<file path="src/rtl/mips_mem_arbiter.sv">
// mips_mem_arbiter
//   Three-port arbiter in front of a single-port unified memory for a small
//   MIPS core: data port (MEM stage), instruction fetch, and loader/debug.
//   Each access takes IDLE -> ISSUE -> RESP. The request is sampled in IDLE,
//   mem_en is high in ISSUE, and the owner's ack is high in RESP.
//   Priority is D > I > L while running and L > D > I while halted.
//
// Optional feature (macro MEM_ARB_STARVE_GUARD_EN):
//   A per-port 2-bit count of arbitrations lost while requesting. A port
//   whose count has reached 3 wins the next arbitration.
//
// Ports:
//   clk1, rst                      clock, synchronous active-high reset
//   d_req/d_we/d_addr/d_wdata      data-port request        -> d_ack
//   i_req/i_addr                   fetch request (read only) -> i_ack
//   l_req/l_we/l_addr/l_wdata      loader request            -> l_ack
//   rdata                          read data, valid with any ack
//   halted                         processor halted flag (changes priority)
//   mem_en/mem_we/mem_addr/mem_wdata  memory command
//   mem_rdata                      memory read data, one cycle after mem_en
//   busy, owner                    access in flight; owner 0=D 1=I 2=L 3=none
module mips_mem_arbiter #(
  parameter int AW = 10,
  parameter int DW = 32
) (
  input  logic          clk1,
  input  logic          rst,
  input  logic          d_req,
  input  logic          d_we,
  input  logic [AW-1:0] d_addr,
  input  logic [DW-1:0] d_wdata,
  output logic          d_ack,
  input  logic          i_req,
  input  logic [AW-1:0] i_addr,
  output logic          i_ack,
  input  logic          l_req,
  input  logic          l_we,
  input  logic [AW-1:0] l_addr,
  input  logic [DW-1:0] l_wdata,
  output logic          l_ack,
  output logic [DW-1:0] rdata,
  input  logic          halted,
  output logic          mem_en,
  output logic          mem_we,
  output logic [AW-1:0] mem_addr,
  output logic [DW-1:0] mem_wdata,
  input  logic [DW-1:0] mem_rdata,
  output logic          busy,
  output logic [1:0]    owner
);

  typedef enum logic [1:0] {IDLE, ISSUE, RESP} state_t;
  typedef enum logic [1:0] {
    PORT_D    = 2'd0,
    PORT_I    = 2'd1,
    PORT_L    = 2'd2,
    PORT_NONE = 2'd3
  } port_t;

  state_t        state;
  port_t         owner_q;
  port_t         grant;
  logic [2:0]    req_vec;
  logic [2:0]    cand;
  logic [DW-1:0] rdata_q;
  logic [AW-1:0] sel_addr;
  logic          sel_we;
  logic [DW-1:0] sel_wdata;

  assign req_vec = {l_req, i_req, d_req};
  assign owner   = owner_q;

  // mem_rdata only becomes valid in RESP, the same cycle the ack is shown,
  // so rdata passes it through there and holds the captured copy otherwise.
  assign rdata = (state == RESP) ? mem_rdata : rdata_q;

`ifdef MEM_ARB_STARVE_GUARD_EN
  logic [1:0] d_cnt;
  logic [1:0] i_cnt;
  logic [1:0] l_cnt;
  logic [2:0] starved;

  assign starved = {l_req && (l_cnt == 2'd3),
                    i_req && (i_cnt == 2'd3),
                    d_req && (d_cnt == 2'd3)};

  function automatic logic [1:0] next_cnt(input logic [1:0] cnt,
                                          input logic       req,
                                          input logic       won);
    if (!req || won) return '0;
    if (cnt == 2'd3) return cnt;
    return cnt + 2'd1;
  endfunction

  always_ff @(posedge clk1) begin
    if (rst) begin
      d_cnt <= '0;
      i_cnt <= '0;
      l_cnt <= '0;
    end else if (state == IDLE && grant != PORT_NONE) begin
      d_cnt <= next_cnt(d_cnt, d_req, grant == PORT_D);
      i_cnt <= next_cnt(i_cnt, i_req, grant == PORT_I);
      l_cnt <= next_cnt(l_cnt, l_req, grant == PORT_L);
    end else begin
      if (!d_req) d_cnt <= '0;
      if (!i_req) i_cnt <= '0;
      if (!l_req) l_cnt <= '0;
    end
  end
`endif

  // Starved ports, when any exist, replace the full request set; the normal
  // priority order then resolves ties among them.
  always_comb begin
    cand = req_vec;
`ifdef MEM_ARB_STARVE_GUARD_EN
    if (|starved) cand = starved;
`endif
    grant = PORT_NONE;
    if (halted) begin
      if (cand[2])      grant = PORT_L;
      else if (cand[0]) grant = PORT_D;
      else if (cand[1]) grant = PORT_I;
    end else begin
      if (cand[0])      grant = PORT_D;
      else if (cand[1]) grant = PORT_I;
      else if (cand[2]) grant = PORT_L;
    end
  end

  always_comb begin
    sel_addr  = d_addr;
    sel_we    = d_we;
    sel_wdata = d_wdata;
    case (grant)
      PORT_I: begin
        sel_addr  = i_addr;
        sel_we    = 1'b0;
        sel_wdata = '0;
      end
      PORT_L: begin
        sel_addr  = l_addr;
        sel_we    = l_we;
        sel_wdata = l_wdata;
      end
      default: ;
    endcase
  end

  always_ff @(posedge clk1) begin
    if (rst) begin
      state     <= IDLE;
      owner_q   <= PORT_NONE;
      busy      <= 1'b0;
      mem_en    <= 1'b0;
      mem_we    <= 1'b0;
      mem_addr  <= '0;
      mem_wdata <= '0;
      d_ack     <= 1'b0;
      i_ack     <= 1'b0;
      l_ack     <= 1'b0;
      rdata_q   <= '0;
    end else begin
      case (state)
        IDLE: begin
          if (grant != PORT_NONE) begin
            state     <= ISSUE;
            owner_q   <= grant;
            busy      <= 1'b1;
            mem_en    <= 1'b1;
            mem_we    <= sel_we;
            mem_addr  <= sel_addr;
            mem_wdata <= sel_wdata;
          end
        end
        ISSUE: begin
          state  <= RESP;
          mem_en <= 1'b0;
          mem_we <= 1'b0;
          d_ack  <= (owner_q == PORT_D);
          i_ack  <= (owner_q == PORT_I);
          l_ack  <= (owner_q == PORT_L);
        end
        RESP: begin
          state   <= IDLE;
          owner_q <= PORT_NONE;
          busy    <= 1'b0;
          d_ack   <= 1'b0;
          i_ack   <= 1'b0;
          l_ack   <= 1'b0;
          rdata_q <= mem_rdata;
        end
        default: begin
          state   <= IDLE;
          owner_q <= PORT_NONE;
          busy    <= 1'b0;
          mem_en  <= 1'b0;
          mem_we  <= 1'b0;
        end
      endcase
    end
  end

endmodule

</file>
<file path="config.mk">
export PLATFORM = sky130hd
export DESIGN_NAME = mips_mem_arbiter
export DESIGN_NICKNAME = d
export VERILOG_FILES = /design/src/rtl/mips_mem_arbiter.sv
export SDC_FILE = /design/constraint.sdc
export NUM_CORES = 1
export LEC_CHECK = 0
export CAP_MARGIN = 15
export CORE_MARGIN = 2
export CORE_UTILIZATION = 41
export CTS_CLUSTER_DIAMETER = 100
export DETAILED_ROUTE_END_ITERATION = 7
export PLACE_DENSITY = 0.86
export SLEW_MARGIN = 30
export SYNTH_ARGS = -nofsm -noshare
export SYNTH_HDL_FRONTEND = slang
export SYNTH_SLANG_ARGS = --single-unit
</file>
<file path="constraint.sdc">
create_clock -name clk1 -period 3 [get_ports clk1]
set_clock_uncertainty 0.2 [all_clocks]
set_input_delay 0.3 -clock clk1 [delete_from_list [all_inputs] [get_ports clk1]]
set_output_delay 0.3 -clock clk1 [all_outputs]
set_load 0.02 [all_outputs]
</file>
After elaboration in Yosys (flattened, before gate mapping)
Cells that the tools add are included.
{"block": "op_classes", "bitwise": 2, "muxes": 23, "reduce_logical": 6, "n_eq_ne": 8}
{"op": "32-bit one-hot mux with 2 select lines", "count": 1}
{"op": "32-bit 2-to-1 mux", "count": 1}
{"op": "10-bit one-hot mux with 2 select lines", "count": 1}
{"op": "2-bit 2-to-1 mux", "count": 8}
{"op": "1-bit one-hot mux with 2 select lines", "count": 7}
{"op": "2-bit one-hot mux with 2 select lines", "count": 2}
{"op": "2-bit by 1-bit == test with 1-bit output (second input constant)", "count": 3}
{"op": "2-bit == test (second input constant)", "count": 3}
{"op": "2-bit AND reduction", "count": 3}
{"op": "2-bit logical NOT", "count": 2}
{"op": "2-bit != test (second input constant)", "count": 2}
{"op": "1-bit 2-to-1 mux", "count": 3}
{"op": "1-bit inverter", "count": 2}
{"op": "2-bit nonzero test", "count": 1}
{"block": "totals", "word_cells": 50, "in_bits": 134, "out_inout_bits": 82, "regBits": 84}

Logic depth before layout (Yosys ltp)
{"block": "depth", "ltp_word": 8, "depth_mapped": 9, "ltp_nobuf": 7}

Worst setup path before layout
Ideal clock, no wire load.
{"block": "synth_path", "path_type": "input port to flip-flop", "from": "in halted", "to": "reg mem_wdata[0]", "cell_stages": 9, "required_time_ps": 2668, "arrival_ps": 1603, "path_buffers": 3, "setup_time_ps": 132, "setup_slack_ps": 1065, "path_cell_list": "nand2b_1 a21o_1 ha_1 buf_6 nor2b_2 buf_6 buf_6 a221oi_1 nor3_1"}
{"block": "synth_between", "elab_chain_cells": 3, "elab_cells_between_ends": 6, "classes_between": "eq/ne (3); mux (2); reduce/logical (1)"}
{"item": "start: declaration", "line_no": "42", "source": "input logic halted,"}
{"item": "2-bit 2-to-1 mux (*)", "line_no": "120", "source": "if (halted) begin"}
{"item": "2-bit == test (tied with other cells)", "line_no": "135", "source": "case (grant)"}
{"item": "32-bit one-hot mux with 2 select lines / 2-bit AND reduction (equally long branches)"}
{"item": "end signal: assignment", "line_no": "173", "source": "mem_wdata <= sel_wdata;"}
{"item": "end: declaration", "line_no": "46", "source": "output logic [DW-1:0] mem_wdata,"}
Mark *: on every way between the ends. The rest lies on a longest branch, timed or not.
A chain may end at the register's enable or synchronous reset.

Worst setup path in the final report
{"block": "layout_path", "from": "reg state[0]", "to": "out rdata[11]"}
{"block": "layout_between", "elab_chain_cells": 2}
{"item": "start: declaration", "line_no": "60", "source": "state_t state;"}
{"item": "start signal: assignment", "line_no": "152", "source": "state <= IDLE;"}
{"item": "start signal: assignment", "line_no": "167", "source": "state <= ISSUE;"}
{"item": "start signal: assignment", "line_no": "177", "source": "state <= RESP;"}
{"item": "2-bit == test", "line_no": "75", "source": "assign rdata = (state == RESP) ? mem_rdata : rdata_q;"}
{"item": "32-bit 2-to-1 mux"}
{"item": "end: declaration", "line_no": "41", "source": "output logic [DW-1:0] rdata,"}
Every way passes these cells.

==> out/qor.yml <==
drt_iter0_drc: 105
internal_power_mw: 2.287
antenna_found_initial: 0
cts_tree: "built"
drc_errors: 0
h-tree-depth: 3
rsz0062_at_grt: "false"
post_cts_buffers: 0
wire_per_inst_um: 16.41
cts_resized: 0
min_period_over_period_pct: 92.41
clock-sinks: 84
setup_tns_ns: 0
powerDensity_nw_per_um2: 535.2
gp_congestion: 0.7751
tightest_slew_ns: 0.4560
use_met1_pct: 25.22
grt_pass1_wl_um: 17770
dp_hpwl_um: 8444
hold_path_depth: 2
critPathArrivalTime_ns: 2.27
floorplan.die_area_um2: 9933
initial_core_util_pct: 42.61
cp-startpoint: "state[0]"
synthSimpleGateAreaFrac_pct: 20.64
min_from: "mem_addr[3]"
p_switching_mw: 0.9968
multi_input_area_um2: 1808
synth_area_um2: 3752
area_delta_synth_final_pct: 63.52
status: "finished, final reports clean"
grt_pass1_vias: 3724
layout.area.seq_um2: 1682
yosys_warnings: 0
syn_nets: 527
max-cap-violations: 0
route.antenna.remaining_nets: 0
worstSetupPathType: "reg -> out"
synth_seq_cells: 84
clockPowerShare_pct: 27.6
busiest_layer: "met2"
synthTopCellsByArea: "dfxtp_1 45%, a221oi_1 7.5%, mux2_2 6.0%, nor2b_1 5.7%, mux2_4 4.8%"
gr-total-overflow: 0
synth_top_family_by_area: "simple AND/OR/NAND/NOR gates"
fp.dieW_um: 99.67
synth_cell_types: 35
ys_seq_area_share_pct: 44.81
worstPathRequired_ns: 2.50
diodes: 0
ys.flop_type: "dfxtp_1"
r2r-start: "state[0]"
yosysTopAreaCellShare_pct: 44.81
critPathLaunchType: "flip-flop"
report.final.slew_viol_count: 0
first_pass_iters: 5
nFillCells: 671
setup_viol: 0
cts.clk_slew.worst_paths_ns: 0.08
cts_buffer_depth: 2
place.port_buffers: 215
chipHeight_um: 99.67
num_rows: 34
p_comb_share_pct: 33.4
critPathMaxFanout: 14
via_per_inst: 5.257
synth-edff-count: 0
use_met3_pct: 5.833
synth.avg_cell_area_um2: 9.721
swShare_pct: 30.36
ir_drop_v: 0.0002652
postCtsHoldBufs: 0
power_leakage_nw: 2.352
synth-compound-area-share_pct: 13.80
max_slew_margin_pct: 69.57
vias: 3680
most-common-layout-cells: "214 x clkdlybuf4s50_1, 84 x dfxtp_1, 45 x nor2_1, 35 x nor3_1, 34 x nor2b_1"
use_met2_pct: 40.07
nNetsFinal: 728
drt_wl_total_um: 11490
synth-async-reset-ratio_pct: 0
synth_top_area_cell: "dfxtp_1"
min_period_ns: 2.772
hold_slack_ns: 0.2742
cts_made_buffers: 9
synthMuxAreaShare_pct: 11.07
synth_xor_area_share_pct: 0
core_um2: 8806
syn_inst: 386
p_seq_share_pct: 39.1
r2r.worst_path.cells: 6
holdCritPathClass: "reg -> reg"
clockRootBuffer: "clkbuf_8"
layout_commonest_cell: "clkdlybuf4s50_1"
synth_fa_ha_area_share_pct: 2.334
crit_path_end_kind: "output port"
final_layout_size_suffix_gt1_share_pct: 10.98
max_freq_mhz: 360.7
grt_use_total_pct: 22.29
hold_violations: 0
io_pins: 216
grt_max_degree: 43
worstSkewPairLatency_ns: 0.34
p_total_mw: 3.284
==> Yosys cell counts (all sizes together) (7+ instances only) <==
cell type / instances
a221oi: 32
a22o: 10
a31oi: 12
buf: 28
clkbuf: 8
dfxtp: 84
ha: 7
mux2: 32
nand2: 24
nand3: 11
nor2: 45
nor2b: 35
nor3: 35
==> sequential cells by signal, indices dropped and copies added (netlist names) <==
name,flops
i_ack,1
state,2
rdata_q,32
l_ack,1
owner,2
mem_en,1
mem_addr,10
mem_we,1
mem_wdata,32
busy,1
d_ack,1
==> power by group through the flow <==
stage          sequential (mW)  clock (mW)  combinational, mW
2_1_floorplan             1.41           0              0.493
4_1_cts                   1.28       0.924               1.10
5_1_grt                   1.30       0.961               1.17
3_3_place_gp              1.30           0               1.07
3_5_place_dp              1.31           0               1.09
6_report                  1.28       0.905               1.10
==> layout make-up <==
cell class                      count  share of cell area, %
Clock buffer                       10                  2.243
Clock inverter                      6                  1.427
Inverter                            5                 0.3059
Multi-Input combinational cell    261                  29.47
Sequential cell                    84                  27.41
Tap cell                          108                  2.202
Timing Repair Buffer              226                  36.95
==> layer usage <==
metal  wire length, um  up-vias  share of wire (%)
li1                  -     1777                  -
met5                 0        -                  0
met1              4631     1718                 40
met2              5650      168                 49
met3              1015       17                8.8
met4               192        0                1.7
==> worst max-delay path: stages (launching register included) <==
cell and delay (ns):
dfxtp_1 0.33, inv_1 0.14, ha_4 0.29, buf_4 0.24
mux2_2 0.37, clkdlybuf4s50_1 0.56
==> through the flow <==
| stage | std cells | setup slack [ns] | area [um2] | utilization [%] |
|---|---|---|---|---|
| after floorplan | 386 | 1.065 | 3752 | - |
| after global placement | 684 | 0.4937 | 5901 | 67.01 |
| after detailed placement | 684 | 0.3611 | 5901 | 67.01 |
| after CTS | 700 | 0.07967 | 6126 | 69.57 |
| after global routing | 700 | 0.1356 | 6136 | 69.68 |
| final | 700 | 0.2276 | 6136 | 69.68 |
==> final timing paths <==
path	end	slack (ns)
max	rdata[11]	0.23
min	mem_addr[3]	0.27
max reg2reg	mem_wdata[23]	1.07
min reg2reg	mem_addr[3]	0.27
==> kinds of logic after synthesis <==
group / count (synthesis)
AND/OR/NAND/NOR: 157
flip-flops: 84
AO/OA/AOI/OAI: 64
buffers and inverters: 41
multiplexers: 33
adder cells (fa/ha/maj): 7
Power figures use the tool's default switching activity.
